`src/rtl/sort_sequencer_pkg.sv`:
```
// Shared definitions for the sort sequencer: controller states and the
// default data-word width and batch depth.
package sort_sequencer_pkg;

    typedef enum logic [1:0] {
        S_LOAD  = 2'd0,
        S_SORT  = 2'd1,
        S_DRAIN = 2'd2
    } state_t;

    localparam int unsigned SORT_N     = 32;
    localparam int unsigned SORT_DEPTH = 8;

endpackage

```
`src/rtl/sort_sequencer_comparator_lt.sv`:
```
// Signed N-bit less-than comparator: o_lt = (i_a < i_b) as two's-complement.
module comparator_lt #(
    parameter int unsigned N = 32
) (
    input  logic signed [N-1:0] i_a,
    input  logic signed [N-1:0] i_b,
    output logic                o_lt
);

    // Both operands are signed, so the relational operator compares signed.
    always_comb begin
        o_lt = (i_a < i_b);
    end

endmodule

```
`src/rtl/sort_sequencer.sv`:
```
// Batch sorter: loads DEPTH signed words, bubble-sorts them in place with a
// single shared comparator (one neighbour compare per cycle), then streams
// them out in ascending signed order over a valid/ready interface.
module sort_sequencer
    import sort_sequencer_pkg::*;
#(
    parameter int unsigned N     = SORT_N,
    parameter int unsigned DEPTH = SORT_DEPTH
) (
    input  logic         clk,
    input  logic         rst,
    input  logic         in_valid,
    output logic         in_ready,
    input  logic [N-1:0] in_data,
    output logic         out_valid,
    input  logic         out_ready,
    output logic [N-1:0] out_data,
    output logic         busy
);

    localparam int unsigned IW = $clog2(DEPTH);
    localparam logic [IW-1:0] LAST_IDX  = IW'(DEPTH - 1);
    localparam logic [IW-1:0] LAST_PAIR = IW'(DEPTH - 2);

    state_t               r_state;
    logic [IW-1:0]        r_wr_idx;
    logic [IW-1:0]        r_rd_idx;
    logic [IW-1:0]        r_i;
    logic                 r_swap;
    logic                 r_load;
    logic                 r_busy;
    logic                 r_out_valid;
    logic signed [N-1:0]  r_mem [DEPTH];

    logic [IW-1:0]        w_i_nxt;
    logic signed [N-1:0]  w_hi;
    logic signed [N-1:0]  w_lo;
    logic                 w_lt;
    logic                 w_accept;
    logic                 w_xfer;

    // Neighbour pair under comparison and handshake qualifiers.
    always_comb begin
        w_i_nxt  = r_i + IW'(1);
        w_hi     = r_mem[w_i_nxt];
        w_lo     = r_mem[r_i];
        w_accept = in_valid & in_ready;
        w_xfer   = r_out_valid & out_ready;
    end

    // The single magnitude comparator for stored data: mem[i+1] < mem[i].
    comparator_lt #(
        .N(N)
    ) u_cmp (
        .i_a  (w_hi),
        .i_b  (w_lo),
        .o_lt (w_lt)
    );

    // Output decode. in_ready is masked by rst so it reads 0 while reset is
    // held yet is already 1 in the first cycle after release.
    always_comb begin
        in_ready  = r_load & ~rst;
        out_valid = r_out_valid;
        busy      = r_busy;
        out_data  = r_out_valid ? r_mem[r_rd_idx] : '0;
    end

    // Controller FSM: state, indices, swap flag and registered status flags.
    always_ff @(posedge clk or posedge rst) begin
        if (rst) begin
            r_state     <= S_LOAD;
            r_wr_idx    <= '0;
            r_rd_idx    <= '0;
            r_i         <= '0;
            r_swap      <= 1'b0;
            r_load      <= 1'b1;
            r_busy      <= 1'b0;
            r_out_valid <= 1'b0;
        end else begin
            case (r_state)
                S_LOAD: begin
                    if (w_accept) begin
                        if (r_wr_idx == LAST_IDX) begin
                            r_state  <= S_SORT;
                            r_wr_idx <= '0;
                            r_i      <= '0;
                            r_swap   <= 1'b0;
                            r_load   <= 1'b0;
                            r_busy   <= 1'b1;
                        end else begin
                            r_wr_idx <= r_wr_idx + IW'(1);
                        end
                    end
                end
                S_SORT: begin
                    if (r_i == LAST_PAIR) begin
                        if (r_swap | w_lt) begin
                            r_i    <= '0;
                            r_swap <= 1'b0;
                        end else begin
                            r_state     <= S_DRAIN;
                            r_rd_idx    <= '0;
                            r_busy      <= 1'b0;
                            r_out_valid <= 1'b1;
                        end
                    end else begin
                        r_i <= w_i_nxt;
                        if (w_lt) begin
                            r_swap <= 1'b1;
                        end
                    end
                end
                S_DRAIN: begin
                    if (w_xfer) begin
                        if (r_rd_idx == LAST_IDX) begin
                            r_state     <= S_LOAD;
                            r_rd_idx    <= '0;
                            r_out_valid <= 1'b0;
                            r_load      <= 1'b1;
                        end else begin
                            r_rd_idx <= r_rd_idx + IW'(1);
                        end
                    end
                end
                default: begin
                    r_state     <= S_LOAD;
                    r_wr_idx    <= '0;
                    r_rd_idx    <= '0;
                    r_i         <= '0;
                    r_swap      <= 1'b0;
                    r_load      <= 1'b1;
                    r_busy      <= 1'b0;
                    r_out_valid <= 1'b0;
                end
            endcase
        end
    end

    // Batch storage: loads in S_LOAD, in-place neighbour swap in S_SORT.
    always_ff @(posedge clk) begin
        if (w_accept) begin
            r_mem[r_wr_idx] <= in_data;
        end else if (r_busy && w_lt) begin
            r_mem[r_i]     <= w_hi;
            r_mem[w_i_nxt] <= w_lo;
        end
    end

endmodule
```
`config.mk`:
```
export PLATFORM = sky130hd
export DESIGN_NAME = sort_sequencer
export DESIGN_NICKNAME = d
export VERILOG_FILES = /design/src/rtl/sort_sequencer_pkg.sv /design/src/rtl/sort_sequencer_comparator_lt.sv /design/src/rtl/sort_sequencer.sv
export SDC_FILE = /design/constraint.sdc
export NUM_CORES = 1
export LEC_CHECK = 0
export CORE_MARGIN = 4
export CORE_UTILIZATION = 40
export CTS_CLUSTER_SIZE = 16
export DETAILED_ROUTE_END_ITERATION = 10
export GPL_TIMING_DRIVEN = 0
export SETUP_SLACK_MARGIN = 0.2
export SKIP_LAST_GASP = 1
export SYNTH_ARGS = -nofsm -noshare
export SYNTH_HDL_FRONTEND = slang
export SYNTH_HIERARCHICAL = 1
export SYNTH_SLANG_ARGS = --single-unit
export TNS_END_PERCENT = 20
```
`constraint.sdc`:
```
create_clock -name clk -period 6.9 [get_ports clk]
set_input_delay 1.035 -clock clk [delete_from_list [all_inputs] [get_ports clk]]
set_output_delay 1.035 -clock clk [all_outputs]
set_load 0.01 [all_outputs]
```
# After elaboration in Yosys (flattened, before gate mapping)
# Memories as Yosys holds them, arrays and structs flattened.
# Index checks and enable logic that the tools add are counted.
[word_totals]
reg_bits = 15
ramBits = 256
inputBits = 36
n_memories = 1
out_inout_bits = 35
[classes]
bitwise = 9
eq_ne = 13
n_reduce_logical = 12
add_sub_neg = 3
n_mux = 48
magnitude_cmp = 1
[mem_list]
columns = ["memory", "depth", "width", "read_ports", "rd_ports_with_merged_regs", "write_ports", "line", "source"]
rows = [
  ["r_mem", 8, 32, 3, 0, 2, "sort_sequencer.sv:33", "logic signed [N-1:0] r_mem [DEPTH];"],
]
[ops]
columns = ["operator", "n"]
rows = [
  ["$mux W32", 2],
  ["$mux W3", 11],
  ["$lt A32 B32 Y1", 1],
  ["$reduce_or A32 Y1", 1],
  ["$mux W1", 21],
  ["$reduce_and A5 Y1", 4],
  ["$pmux W3 S3", 2],
  ["$mux W2", 6],
  ["$ne A2 B2 Y1 const B", 6],
  ["$pmux W1 S3", 4],
  ["$add A3 B1 Y3 const B", 3],
  ["$eq A3 B3 Y1 const B", 3],
  ["$reduce_and A4 Y1", 2],
  ["$ne A3 B3 Y1 const B", 2],
  ["$pmux W2 S3", 1],
  ["$pmux W3 S2", 1],
  ["$reduce_and A6 Y1", 1],
  ["$not A1 Y1", 5],
  ["$and A1 B1 Y1", 3],
  ["$eq A2 B1 Y1 const B", 1],
  ["$eq A2 B2 Y1 const B", 1],
  ["$logic_not A2 Y1", 1],
  ["$reduce_and A2 Y1", 1],
  ["$reduce_or A2 Y1", 1],
  ["2 further kinds", 2],
]

# Logic depth before layout (Yosys ltp)
# An unclocked memory read counts as a cell.
[logic_depth]
word_depth = 9
mapped_depth = 25

# Cells and area by module
# Netlist, hierarchy kept.
[by_module_without_submodules]
columns = ["module", "area_each_um2", "cells_per_inst", "n_inst"]
rows = [
  ["sort_sequencer", 19471.2, 1609, 1],
  ["comparator_lt", 789.5, 108, 1],
]

# Worst setup path after synthesis
# OpenSTA, ideal clock, no wires.
[synth_path]
kind = "reg-to-reg"
start = "reg r_i[0]"
end = "mem r_mem[3][0] (enable)"
setup_time_ns = 0.466
path_stages_with_launch = 23
period_less_slack_ns = 7.617
t_arrival_ns = 7.151
path_slack_ns = -0.717
path_buffers = 7
cell_sequence = "dfrtp_1 buf_2 clkinv_1 clkbuf_1 buf_2 ha_1 buf_4 inv_1 buf_4 clkbuf_1 nor3_1 a2111oi_4 inv_1 ha_1 and3_1 a22o_1 or4b_1 mux2i_1 nand2_1 nor3_2 buf_2 a21oi_1 o21ai_0"
[synth_rtl]
columns = ["element", "line", "source"]
rows = [
  ["start, declared", "sort_sequencer.sv:28", "logic [IW-1:0] r_i;"],
  ["start signal, assigned", "sort_sequencer.sv:108", "r_i <= w_i_nxt;"],
  ["end, declared", "sort_sequencer.sv:33", ""],
]

==> impl_results.md <==
- Crit path launch: r_i[0]
- Post-Syn Area: ~0.02 mm^2
- Worst EP arrival: 6.99 ns
- Reg-to-reg critical path startpoint: r_i[0]
- DIE HEIGHT: around 230 um
- Final antenna diode count: 0
- Most used flip-flop cell after synthesis: sky130_fd_sc_hd__edfxtp_1
- Number of H-tree levels: 2
- Post-place setup slack: -2.27 ns
- Normalized max-slew margin: 0.147
- Max Slew Vio Count: 0
- DRC: 0
- Worst hold path type: reg2reg
- Via Count: 18400
- Number of register bits inferred by synthesis: 271
- Area of the placeable core: 0.0501 mm^2
- Share of synthesized registers carrying an async set or reset: 0.0554
- Synth-to-Final Area Change: 18.3%
- Critical path required time: 7.15 ns
- Maximum number of pins on one net before global-route repair: 19
- Count of hold buffers inserted by post-cts repair: 0
- Nets@finish: 1962
- Fin. Hold Viols: 0
- Final core occ: 0.479
- Antenna-violating nets left: 0
- Capturing point of the worst reg2reg path: r_mem[4][17]
- Horiz. Die Dim: 233 um
- Routed length per placed instance: 33.4 um
- Setup repair after global routing missed its margin: true
- Leading cell types in the layout, fill and taps excluded: sky130_fd_sc_hd__nand3_1 (267), sky130_fd_sc_hd__o211ai_1 (256), sky130_fd_sc_hd__edfxtp_1 (256)
- Filler cell count: about 4600
- Post-synthesis cell type count: 56
- Clk_lat worst skew: between 0.5 and 0.6 ns
- Final worst slack: 0.153 ns
- Post-synthesis sequential area ratio: 0.398
- Worst reg2reg path depth: 28
- FP Rows: 82
- Detailed-router iteration count before antenna repair: 6
- Register-to-register setup slack: 0.15 ns
- Gate Count Post-Synth: 1717
- Aggregate global-route resource usage: 0.310
- Ratio of cells with drive above 1 in the final layout: 0.244
- Slowest cell delay on critical path: between 0.3 and 0.4 ns
- I/O Pins: about 70
- Vias/cell: 7.11
- Num CTS Buffers: 34
- Final Skew: 0.0180 ns
- TritonCTS clock tree: done
- Run status: completed
- Most frequent standard cell in the layout excluding fill and tap cells: sky130_fd_sc_hd__nand3_1
- Starting density of the core: 0.405
- Slowest cell on the critical path: sky130_fd_sc_hd__a311oi_4
- First DRT Iteration DRCs: 3033
- HPWL Detailed: 55600 um
- Vias in the first global route: 18800
- Final min period: between 6 and 7 ns
- Routability Congestion: 0.944
- Clock transition time at the flip-flop clock pins of the worst setup and hold paths: roughly 0.06 ns
- Worst hold margin: ~0.55 ns
- GRT overflow: 0
- Mapped Avg Cell Area: 11.8 um^2
- Post-synth EDFFs: ~260
- Top fanout value on the critical path: 13
- Endpoint kind of the worst setup timing path: register
- Critical path start-end classification: reg2reg
- Final Instance Area: approximately 0.024 mm^2
- Cell at the root of the clock tree: sky130_fd_sc_hd__clkbuf_16
- Area enclosed by the die boundary: about 0.054 mm^2
- Crit path launch type: register
- Fmax: 0.148 GHz
- Wire length of the first global-routing pass: 123000 um
- Number of synthesis warnings: 6
- Destination of the critical timing path: r_mem[4][17]
- Final worst path period share: 0.978
- Initial antenna violation count: 0
- Syn_nets: 1793
- Clock Path Buffers: 3
- Critical hold path startpoint: r_swap
- Number of buffer cells added on primary ports: 70
- Number of setup violations in the final report: 0
- TritonCTS Sinks: 271
- Final wirelength: 86200 um
- Transition at the pin with the smallest max-transition slack: 1.28 ns
- Area after DPL: 0.0223 mm^2
- Max-cap check violation count: 0
worst min-delay path by stage:
stage	end	slack [ns]	cells after the start
after floorplan	r_swap	0.48	2
after global placement	r_swap	0.51	2
after detailed placement	r_swap	0.54	2
after CTS	r_swap	0.55	2
after global routing	r_load	0.61	1
final	r_swap	0.55	2
layer usage:
layer  part of all wire  vias to the layer above  track usage
met5                  0                        -            0
met2               0.44                     1641        0.472
li1                   -                     7308            -
met1               0.36                     9014        0.394
met4              0.066                        0        0.179
met3               0.13                      392       0.0921
stage by stage:
step / setup TNS [ns] / std cells
after detailed placement: -945.03 / 2473
after floorplan: 0 / 1717
final: 0 / 2583
after CTS: 0 / 2578
after global routing: 0 / 2583
after global placement: -1600.05 / 2459
critical path: cells and delay by family, from the launching register on:
family | cells | cell delay [ns]
simple gates | 4 | 0.69
buf+inv | 14 | 2.92
compound gates | 7 | 1.56
mux | 1 | 0.20
fa+ha+maj | 2 | 0.67
flops | 1 | 0.36
sequential cells by signal (all words and copies together), names as in the netlist:
signal,cells
r_swap,1
r_load,1
r_rd_idx,3
r_i,3
r_state,2
out_valid,1
r_mem,256
r_wr_idx,3
busy,1
cell type report:
class / count / area, um^2 / area share
Buffer: 165 / 857 / 0.0358
Clock buffer: 42 / 945 / 0.0394
Clock inverter: 19 / 158 / 0.00658
Inverter: 73 / 278 / 0.0116
Multi-Input combinational cell: 1208 / 11300 / 0.473
Sequential cell: 271 / 8060 / 0.337
Tap cell: 672 / 841 / 0.0351
Timing Repair Buffer: 133 / 1490 / 0.0623
cell usage after synthesis (9+ instances only):
master | count | area share
sky130_fd_sc_hd__mux2_2 | 67 | 0.037
sky130_fd_sc_hd__dfrtp_1 | 14 | 0.017
sky130_fd_sc_hd__mux4_2 | 128 | 0.14
sky130_fd_sc_hd__nor2b_1 | 33 | 0.010
sky130_fd_sc_hd__buf_4 | 9 | 0.0033
sky130_fd_sc_hd__a21o_1 | 12 | 0.0044
sky130_fd_sc_hd__nor3_1 | 99 | 0.024
sky130_fd_sc_hd__nor2_1 | 15 | 0.0028
sky130_fd_sc_hd__edfxtp_1 | 256 | 0.38
sky130_fd_sc_hd__a2111oi_4 | 32 | 0.043
sky130_fd_sc_hd__nand3_1 | 267 | 0.066
sky130_fd_sc_hd__o21ai_0 | 14 | 0.0035
sky130_fd_sc_hd__o211ai_1 | 256 | 0.095
sky130_fd_sc_hd__buf_1 | 22 | 0.0041
sky130_fd_sc_hd__mux2i_1 | 130 | 0.064
sky130_fd_sc_hd__nand2_1 | 53 | 0.0098
sky130_fd_sc_hd__a21oi_1 | 14 | 0.0035
sky130_fd_sc_hd__inv_1 | 71 | 0.013
sky130_fd_sc_hd__ha_1 | 40 | 0.025
sky130_fd_sc_hd__clkbuf_1 | 74 | 0.014
sky130_fd_sc_hd__buf_2 | 57 | 0.014
what timing repair did:
action / CTS / global route
gates resized for setup: 50 / 43
gates cloned: 0 / 0
endpoints found under the hold margin: 0 / 0
endpoints found under the setup margin: 523 / 491
setup buffers: 44 / 5
pin swaps: 36 / 3
cell families (layout without fill, tap and decap cells):
| family | count (synthesis) | count (layout) | synth area share |
|---|---|---|---|
| buffers and inverters | 238 | 432 | 0.0504 |
| adder cells (fa/ha/maj) | 40 | 40 | 0.0247 |
| flip-flops | 271 | 271 | 0.398 |
| AND/OR/NAND/NOR | 489 | 489 | 0.122 |
| multiplexers | 325 | 325 | 0.244 |
| XOR/XNOR | 2 | 2 | 0.00179 |
| AO/OA/AOI/OAI | 352 | 352 | 0.159 |
Power is left out: the tool's default activity adds up to more than one toggle a clock period on the data nets, which glitch-free logic cannot reach.
